--- config.mk ---
export PLATFORM = sky130hd
export DESIGN_NAME = timer_compare
export DESIGN_NICKNAME = d
export VERILOG_FILES = /design/src/rtl/timer_compare.sv
export SDC_FILE = /design/constraint.sdc
export NUM_CORES = 1
export LEC_CHECK = 0
export CORE_MARGIN = 1.5
export CORE_UTILIZATION = 40
export CTS_BUF_LIST = sky130_fd_sc_hd__clkbuf_2
export DETAILED_ROUTE_END_ITERATION = 10
export GPL_TIMING_DRIVEN = 0
export PLACE_DENSITY_LB_ADDON = 0.05
export SLEW_MARGIN = 20
export SYNTH_ARGS = -nofsm -noshare
export SYNTH_HDL_FRONTEND = slang
export SYNTH_SLANG_ARGS = --single-unit
export TNS_END_PERCENT = 10
--- constraint.sdc ---
create_clock -name sys_clk -period 2.4 [get_ports sys_clk]
set_clock_uncertainty 0.15 [all_clocks]
set_input_delay 0.48 -clock sys_clk [delete_from_list [all_inputs] [get_ports sys_clk]]
set_output_delay 0.48 -clock sys_clk [all_outputs]
set_load 0.02 [all_outputs]
--- src/rtl/timer_compare.sv ---
// timer_compare: 64-bit compare register with sticky match interrupt.
// Compares the free-running counter value against {TCMP1,TCMP0} and latches
// a sticky status bit on the first cycle of equality. TIER masks the request.
// Optional build macro TIMER_CMP_PULSE_EN adds a one-cycle int_pulse output.
module timer_compare #(
  parameter logic [63:0] CMP_DEFAULT = 64'hFFFF_FFFF_FFFF_FFFF,
  parameter logic [2:0]  SEL_TCMP0   = 3'd3,
  parameter logic [2:0]  SEL_TCMP1   = 3'd4,
  parameter logic [2:0]  SEL_TIER    = 3'd5,
  parameter logic [2:0]  SEL_TISR    = 3'd6
) (
  input  logic        sys_clk,
  input  logic        sys_rst,
  input  logic [63:0] cnt,
  input  logic [2:0]  wr_sel,
  input  logic [3:0]  pstrb,
  input  logic [31:0] wdt,
  output logic [63:0] cmp_val,
  output logic        int_en,
  output logic        int_st,
  output logic        tim_int
`ifdef TIMER_CMP_PULSE_EN
  ,
  output logic        int_pulse
`endif
);

  logic        match_now;
  logic        match_q;
  logic        match_rise;
  logic        st_clr;
  logic [63:0] cmp_nxt;

  assign match_now  = (cnt == cmp_val);
  assign match_rise = match_now & ~match_q;
  assign st_clr     = (wr_sel == SEL_TISR) & pstrb[0] & wdt[0];
  assign tim_int    = int_en & int_st;

  // Byte-lane merge of APB write data into the compare register.
  always_comb begin
    cmp_nxt = cmp_val;
    for (int unsigned i = 0; i < 4; i++) begin
      if ((wr_sel == SEL_TCMP0) && pstrb[i])
        cmp_nxt[8*i +: 8] = wdt[8*i +: 8];
      if ((wr_sel == SEL_TCMP1) && pstrb[i])
        cmp_nxt[32 + 8*i +: 8] = wdt[8*i +: 8];
    end
  end

  // Compare, enable and status registers; a match edge beats a W1C clear.
  always_ff @(posedge sys_clk) begin
    if (sys_rst) begin
      cmp_val <= CMP_DEFAULT;
      int_en  <= 1'b0;
      int_st  <= 1'b0;
      match_q <= 1'b0;
    end else begin
      cmp_val <= cmp_nxt;
      if ((wr_sel == SEL_TIER) && pstrb[0])
        int_en <= wdt[0];
      if (match_rise)
        int_st <= 1'b1;
      else if (st_clr)
        int_st <= 1'b0;
      match_q <= match_now;
    end
  end

`ifdef TIMER_CMP_PULSE_EN
  // Registered match edge: high in the same cycle int_st first becomes 1.
  always_ff @(posedge sys_clk) begin
    if (sys_rst)
      int_pulse <= 1'b0;
    else
      int_pulse <= match_rise;
  end
`endif

endmodule

* Word level (Yosys, flattened, before mapping)
Index checks and enable logic that the tools add are counted.
W data, S select, Z words.
** Storage, ports and cells
- Flip-flop bits (word level) :: 67
- Output and inout bits :: 67
- Logic and storage cells :: 33
** Operators by class
- Equal/unequal tests :: 5
- Muxes and demuxes :: 2
- Bitwise gates (word level) :: 5
- Reduce and logical (&&, ||, !) cells :: 10
** Operators with widths (number)
- $eq A64 B64 Y1 :: 1
- $eq A3 B3 Y1 const B :: 3
- $logic_and A1 B1 Y1 :: 9
- $and A1 B1 Y1 :: 4
- $eq A3 B2 Y1 const B :: 1
- $mux W1 :: 2
- $reduce_bool A2 Y1 :: 1
- $not A1 Y1 :: 1

* Logic depth before layout (Yosys ltp)
Gate-level depths: netlist (run 1).
- Depth after elaboration :: 5
- Mapped depth :: 6

* Least setup slack after synthesis (run 1)
OpenSTA, ideal clock, no wires.
- Path kind :: input to register
- Start point :: in cnt[4]
- End point :: reg int_st
- Library setup time :: 0.096 ns
- Data arrival time :: 1.624 ns
- Setup slack :: 0.530 ns
- Cell stages on the path :: 5
- Buffers on the path :: 0
- Cell sequence :: nor2b_1 a2111o_1 a2111oi_2 nand4_1 o41ai_2
** Between the ends
- Longest elaborated chain between the ends :: 3
- Elaborated cells between the ends (all ways) :: 4
- Those cells by class :: eq/ne (1); mux (1); bitwise (1); reduce/logical (1)
** Ends and longest elaborated chain
- from (decl) :: RTL line 14 : input logic [63:0] cnt,
- $eq A64 B64 Y1 (*) :: RTL line 34 : assign match_now = (cnt == cmp_val);
- $and A1 B1 Y1 (*) :: RTL line 35 : assign match_rise = match_now & ~match_q;
- $mux W1 or $reduce_bool A2 Y1 (tied branches)
- to (signal assigned) :: RTL line 55 : int_st <= 1'b0;
- to (signal assigned) :: RTL line 62 : int_st <= 1'b1;
- to (signal assigned) :: RTL line 64 : int_st <= 1'b0;
- to (decl) :: RTL line 20 : output logic int_st,
Every way passes the cells marked *; elsewhere a longest branch is shown, timed or not.
A chain may end at the register's enable or synchronous reset.

* Final worst setup path (run 1)
- Start point :: reg int_st
- End point :: out tim_int
** Between the ends
- Longest elaborated chain between the ends :: 1
** Ends and longest elaborated chain
- $and A1 B1 Y1 :: RTL line 37 : assign tim_int = int_en & int_st;
- to (decl) :: RTL line 21 : output logic tim_int
No other way between the ends.

==> reports/results.ini, run 1 <==
[timing]
hold_viol_final = 0
worst_slew_pin_slew_ns = 0.659
rsz0062_at_grt = no
setup-tns-final_ns = 0
fin_crit_sh = 0.925
min_period_ns = 2.22
timing.final.max_slew_violations = 0
max_freq_mhz = 451
finalSetupViolCount = 0
slew-limit-headroom = 0.561

[worst_setup_path]
r2r_start = cmp_val[0]
worst-setup-path-type = reg2out
crit_path_end_kind = output pin
cpPeakStageDelay_ns = 0.59
cp_top_family = buffers and inverters
cp_slowest_cell = clkdlybuf4s50_1
r2r_slack_ns = 0.38
ff2ff_path_depth = 5
regToRegEndpoint = int_st
worst-path-buf-inv = 1
worstPathCellList = and2_1 -> clkdlybuf4s50_1
worst-path-stages = 2
arrival_ns = 1.59
critPathLaunchType = flop
required_ns = 1.77
path_max_fanout = 3

[placement]
placed_cell_area_sq_um = 4980
place.port_buffers = 171
dp_hpwl_mm = 8.80
place_congestion = 0.859

[final_layout]
fillers = 647
layout_commonest_cell = clkdlybuf4s50_1
stdcell_area_sq_um = 5170
nNetsFinal = 679
drive_gt1_frac = 0.0345
area_growth_pct = 64.6
final_cell_mix = 171 x clkdlybuf4s50_1, 122 x nand2_1, 67 x dfxtp_1
diodes = 0
postLayoutCoreUtil = 0.676

[floorplan]
die_w_um = 91.6
rows = 32
die_h_um = 91.6
initial_core_util = 0.411
ios = 172
design.die.area_sq_um = 8390
core_sq_um = 7650

[grt]
use_met3 = 0.0653
grt_pass1_wl_mm = 17.3
gr-usage-met1 = 0.341
antenna_found_initial = 0
grtUsageMet2 = 0.433
grt-ovfl-total = 0
grt_usage = 0.269
first_global_vias = 3342
grt-busiest-layer = met2
grt_max_degree = 13

[detailed_routing]
first_iter_violations = 138
avgViaCountPerCell = 5.06
drc = 0
drt_first_pass_iters = 4
wire_per_inst_um = 16.2
wirelength_mm = 11.1
vias = 3443
ant_nets = 0

[yosys]
synth_nets = 497
synth_mux_area_frac = 0.0223
ys_warn_count = 0
synth.avg_cell_area_sq_um = 8.01
syn_inst = 392
synth_compound_area_frac = 0.0602
synth_top_family_by_area = simple AND/OR/NAND/NOR gates
synth-simple-area-share = 0.321
synth.yosys.seq_area_share = 0.427
synth-xor-area-share = 0.137
syn_area_sq_um = 3140
synth-seq-cells = 67
synth_fa_ha_area_frac = 0
synth_cell_types = 30

[clock_network]
cts_tree = built
clock_latency_ns = 0.48
clock-root-buffer = clkbuf_2
cts_made_buffers = 9
htreeDepth = 3
postCtsSetupBuffers = 0
ctsResizeCount = 0
cts.hold.buffers_added = 0
clkSinkCount = 67
clockBufferDepth = 2
clk_pin_slew_worst_paths_ns = 0.20

[worst_hold_path]
hold_start = match_q
holdCritPathClass = reg2reg
worstHoldPathCells = 1
min_to = int_st

[power_and_ir_drop]
power_frac_seq = 0.439
p_int_mw = 2.01
swShare = 0.256
pwr-share-comb = 0.195
ir_worst_vdd_uv = 329
switchingPower_uw = 692
p_clk_frac = 0.366
power.density_nw_per_um2 = 523
leakage_nw = 2.15

[run]
maxCapViolations = 0

[outcome]
status = finished clean

==> area by class of cell <==
class / instances / area (sq um) / share of cell area
flip-flops and latches: 67 / 1340 / 0.260
clock inverters: 6 / 138 / 0.0266
multi-input cells: 298 / 1700 / 0.328
well taps: 102 / 128 / 0.0247
plain buffers: 15 / 57.6 / 0.0111
repair buffers: 171 / 1710 / 0.331
clock buffers: 10 / 50.0 / 0.00969
inverters: 12 / 45.0 / 0.00872
==> registers in the layout (all words and copies together) (netlist names) <==
register and flops:
int_en 1, match_q 1, int_st 1, cmp_val 64
==> cell usage after synthesis (all sizes together) <==
cell type,n,share of area
nor3,3,0.0084
and2,5,0.010
xnor2,42,0.12
xor2,7,0.020
nand2b,9,0.018
a21oi,1,0.0016
and3b,1,0.0028
nand2,122,0.15
o211ai,8,0.019
a221o,1,0.0032
o311ai,1,0.0028
a2111o,1,0.0036
nor2,3,0.0036
buf,1,0.0016
a22o,1,0.0028
inv,12,0.014
dfxtp,67,0.43
nor2b,4,0.0080
a2111oi,1,0.0048
nand4,12,0.024
and3,3,0.0060
o41ai,1,0.0052
clkbuf,14,0.017
o22ai,3,0.0060
mux2i,7,0.022
o2111ai,3,0.0084
nand3,53,0.084
nor4,5,0.010
o2bb2ai,1,0.0028
==> cell families after synthesis <==
family	count (synthesis)
AND/OR/NAND/NOR	220
buffers and inverters	27
multiplexers	7
XOR/XNOR	49
flip-flops	67
AO/OA/AOI/OAI	22
==> worst reg2reg max path, cell delays in order, from the launching register on <==
cell and delay (ns):
dfxtp_1 0.37, xnor2_1 0.29, nand4_1 0.22, nor4_1 0.32, nand4_1 0.26, o41ai_2 0.35
==> how the worst max path moves through the flow <==
stage | startpoint | slack (ns) | endpoint
2_1_floorplan | cnt[4] | 0.53 | int_st
3_3_place_gp | cnt[0] | -0.20 | int_st
3_5_place_dp | cnt[0] | -0.20 | int_st
4_1_cts | int_st | 0.15 | tim_int
5_1_grt | int_st | 0.08 | tim_int
6_report | int_st | 0.18 | tim_int
==> power by group through the flow <==
| stage | registers, mW | logic (mW) | clock network [mW] |
|---|---|---|---|
| final | 1.19 | 0.527 | 0.990 |
| after global routing | 1.19 | 0.563 | 1.05 |
| after CTS | 1.19 | 0.528 | 0.996 |
| after detailed placement | 1.21 | 0.525 | 0 |
| after global placement | 1.21 | 0.519 | 0 |
| after floorplan | 1.25 | 0.161 | 0 |
==> through the flow <==
| stage | power [mW] | std cells | hold WS, ns | setup WS (ns) |
|---|---|---|---|---|
| global route | 2.81 | 681 | 0.253 | 0.0807 |
| finish | 2.70 | 681 | 0.271 | 0.180 |
| CTS | 2.71 | 681 | 0.270 | 0.147 |
| floorplan | 1.41 | 392 | 0.265 | 0.530 |
| global placement | 1.73 | 665 | 0.275 | -0.197 |
| detailed placement | 1.73 | 665 | 0.282 | -0.205 |
==> metal layers <==
| layer | part of all wire | routed length (um) |
|---|---|---|
| met5 | 0 | 0 |
| met4 | 0.030 | 337 |
| met2 | 0.46 | 5100 |
| met3 | 0.081 | 897 |
| met1 | 0.43 | 4720 |
No activity file was read; power rests on OpenSTA's default activity.
==> run 2: changes to the inputs <==
--- a/config.mk
+++ b/config.mk
@@ -6,11 +6,12 @@
 export NUM_CORES = 1
 export LEC_CHECK = 0
 export CORE_MARGIN = 1.5
-export CORE_UTILIZATION = 40
-export CTS_BUF_LIST = sky130_fd_sc_hd__clkbuf_2
+export CORE_UTILIZATION = 39
+export CTS_BUF_LIST = sky130_fd_sc_hd__clkbuf_16
 export DETAILED_ROUTE_END_ITERATION = 10
 export GPL_TIMING_DRIVEN = 0
 export PLACE_DENSITY_LB_ADDON = 0.05
+export SKIP_LAST_GASP = 1
 export SLEW_MARGIN = 20
 export SYNTH_ARGS = -nofsm -noshare
 export SYNTH_HDL_FRONTEND = slang
==> run 2 against run 1 <==
Via count is 0.23% lower; final cell count unchanged; die area rose by 2.5%; clock-buffer cell count decreased by 1; design area increased by 3.0%; worst hold slack better by 0.015 ns; critical endpoint is now cmp_val[9]; highest routed layer unchanged.
==> reports/results.ini, run 2 (synthesis gave the netlist of run 1 again) <==
[grt]
grt_pass1_wl_mm = 17.7  ; +2.1%
first_global_vias = 3320  ; -0.66%
grt_usage = 0.275  ; +0.00592
antenna_found_initial = 0  ; unchanged
grt_max_degree = 12  ; -1
grt-ovfl-total = 0  ; unchanged

[floorplan]
ios = 172  ; unchanged
core_sq_um = 7770  ; +1.6%
rows = 32  ; unchanged
initial_core_util = 0.404  ; -0.00635
die_w_um = 92.7  ; +1.2%
design.die.area_sq_um = 8600  ; +2.5%
die_h_um = 92.7  ; +1.2%

[timing]
fin_crit_sh = 0.957  ; +0.0327
max_freq_mhz = 435  ; -3.4%
finalSetupViolCount = 0  ; unchanged
slew-limit-headroom = 0.556  ; -0.00468
worst_slew_pin_slew_ns = 0.666  ; +0.00702 ns
min_period_ns = 2.30  ; +0.0784 ns
hold_viol_final = 0  ; unchanged
rsz0062_at_grt = yes
timing.final.max_slew_violations = 0  ; unchanged

[power_and_ir_drop]
ir_worst_vdd_uv = 317  ; -3.6%
power.density_nw_per_um2 = 601  ; +15%
leakage_nw = 2.21  ; +2.8%
finalPower_mw = 3.20  ; +18%

[worst_setup_path]
cp_slowest_cell = clkdlybuf4s50_1
crit_path_end_kind = flop
crit_top_cell = clkbuf_1
path_max_fanout = 9  ; +6
arrival_ns = 2.40  ; +0.81 ns
r2r_start = cmp_val[0]
required_ns = 2.50  ; +0.73 ns
worst-setup-path-type = in2reg
ff2ff_path_depth = 5  ; unchanged
cpPeakStageDelay_ns = 0.56  ; -0.03 ns
worstPathCellList = clkdlybuf4s50_1 -> and3b_1 -> clkbuf_1 -> and2_1 -> clkbuf_1 -> nand2_1 -> o211ai_1
r2r_slack_ns = 0.45  ; +0.07 ns
regToRegEndpoint = int_st
critPathLaunchType = input pin

[final_layout]
drive_gt1_frac = 0.0311  ; -0.00345
largest_reg_flops = 64  ; unchanged
postLayoutCoreUtil = 0.685  ; +0.00921
nNetsFinal = 679  ; unchanged
area_growth_pct = 69.4
layout_commonest_cell = clkdlybuf4s50_1
diodes = 0  ; unchanged
largest-register = cmp_val
fin_cells = 681  ; unchanged
final_cell_mix = 171 x clkdlybuf4s50_1, 122 x nand2_1, 67 x dfxtp_1

[clock_network]
clock-root-buffer = clkbuf_16
postCtsSetupBuffers = 0  ; unchanged
htreeDepth = 3  ; unchanged
clock_latency_ns = 0.33  ; -0.15 ns
clk_pin_slew_worst_paths_ns = 0.05  ; -0.15 ns
clkSinkCount = 67  ; unchanged
cts_tree = built
clockBufferDepth = 2  ; unchanged
cts_made_buffers = 9  ; unchanged

[placement]
place.port_buffers = 171  ; unchanged
dp_hpwl_mm = 8.93  ; +1.5%
place_congestion = 0.849  ; -1.2%
place_inst = 665  ; unchanged

[detailed_routing]
drt_first_pass_iters = 4  ; unchanged
drc = 0  ; unchanged
wire_per_inst_um = 17.0  ; +5.0%
vias = 3435  ; -0.23%
ant_nets = 0  ; unchanged
first_iter_violations = 147  ; +6.5%
avgViaCountPerCell = 5.04  ; -0.23%
wirelength_mm = 11.6  ; +5.0%

[worst_hold_path]
worstHoldPathCells = 1  ; unchanged
hold_start = match_q
min_to = int_st
holdCritPathClass = reg2reg

[run]
maxCapViolations = 0  ; unchanged

[outcome]
status = finished clean

==> run 2: changes by cell type in the layout (fill, tap and decap cells not counted) <==
cell / change
clkbuf_2: -10
clkbuf_16: +9
clkinv_4: -2
inv_1: +2
bufinv_16: -1
clkinv_1: +1
clkinvlp_4: +1
nor4_1: -1
nor4_2: +1
==> run 2: cell type report <==
class	count	area, sq um
inverters	12	45.0
repair buffers	171	1710
flip-flops and latches	67	1340
fillers	660	2450
clock inverters	7	109
plain buffers	15	57.6
multi-input cells	298	1700
well taps	102	128
clock buffers	9	225
==> run 2: per-layer routing <==
| metal | wire, um | up-vias | part of all wire | GRT usage |
|---|---|---|---|---|
| met5 | 0 | - | 0 | 0 |
| met4 | 93 | 0 | 0.0080 | 0.0846 |
| met3 | 1130 | 6 | 0.098 | 0.0755 |
| met2 | 5660 | 138 | 0.49 | 0.474 |
| met1 | 4720 | 1604 | 0.41 | 0.333 |
| li1 | - | 1687 | - | - |
==> run 2: stage by stage <==
step / TNS [ns] / worst slack [ns] / hold slack (ns) / cell area [sq um]
after floorplan: 0 / 0.530 / 0.265 / 3140
after global placement: -2.44 / -0.179 / 0.270 / 4980
after detailed placement: -4.25 / -0.214 / 0.276 / 4980
after CTS: 0 / 0.139 / 0.286 / 5310
after global routing: -0.163 / -0.0309 / 0.303 / 5320
final: 0 / 0.102 / 0.287 / 5320
==> run 2: timing repair <==
| action | in CTS | in global routing |
|---|---|---|
| setup endpoints to repair | 0 | 9 |
| hold buffers | 0 | 0 |
| gates resized for setup | 0 | 1 |
==> run 2: worst max-delay path by stage <==
stage / start / end / slack, ns / cells past startpoint
3_3_place_gp: cnt[5] / int_st / -0.18 / 6
3_5_place_dp: wr_sel[2] / cmp_val[9] / -0.21 / 7
4_1_cts: wr_sel[2] / cmp_val[20] / 0.14 / 7
2_1_floorplan: cnt[4] / int_st / 0.53 / 5
6_report: wr_sel[2] / cmp_val[9] / 0.10 / 7
5_1_grt: wr_sel[2] / cmp_val[10] / -0.03 / 7
==> run 2: power breakdown <==
group          switching [mW]  leakage [nW]  internal, mW
combinational           0.231          1.50         0.299
sequential             0.0358         0.547          1.15
clock                   0.477         0.166          1.00
total                   0.744          2.21          2.45
==> run 2: critical path: cells and delay by family <==
| kind | cells | cell delay, ns |
|---|---|---|
| buf+inv | 3 | 1.24 |
| simple gates | 3 | 0.58 |
| compound gates | 1 | 0.10 |
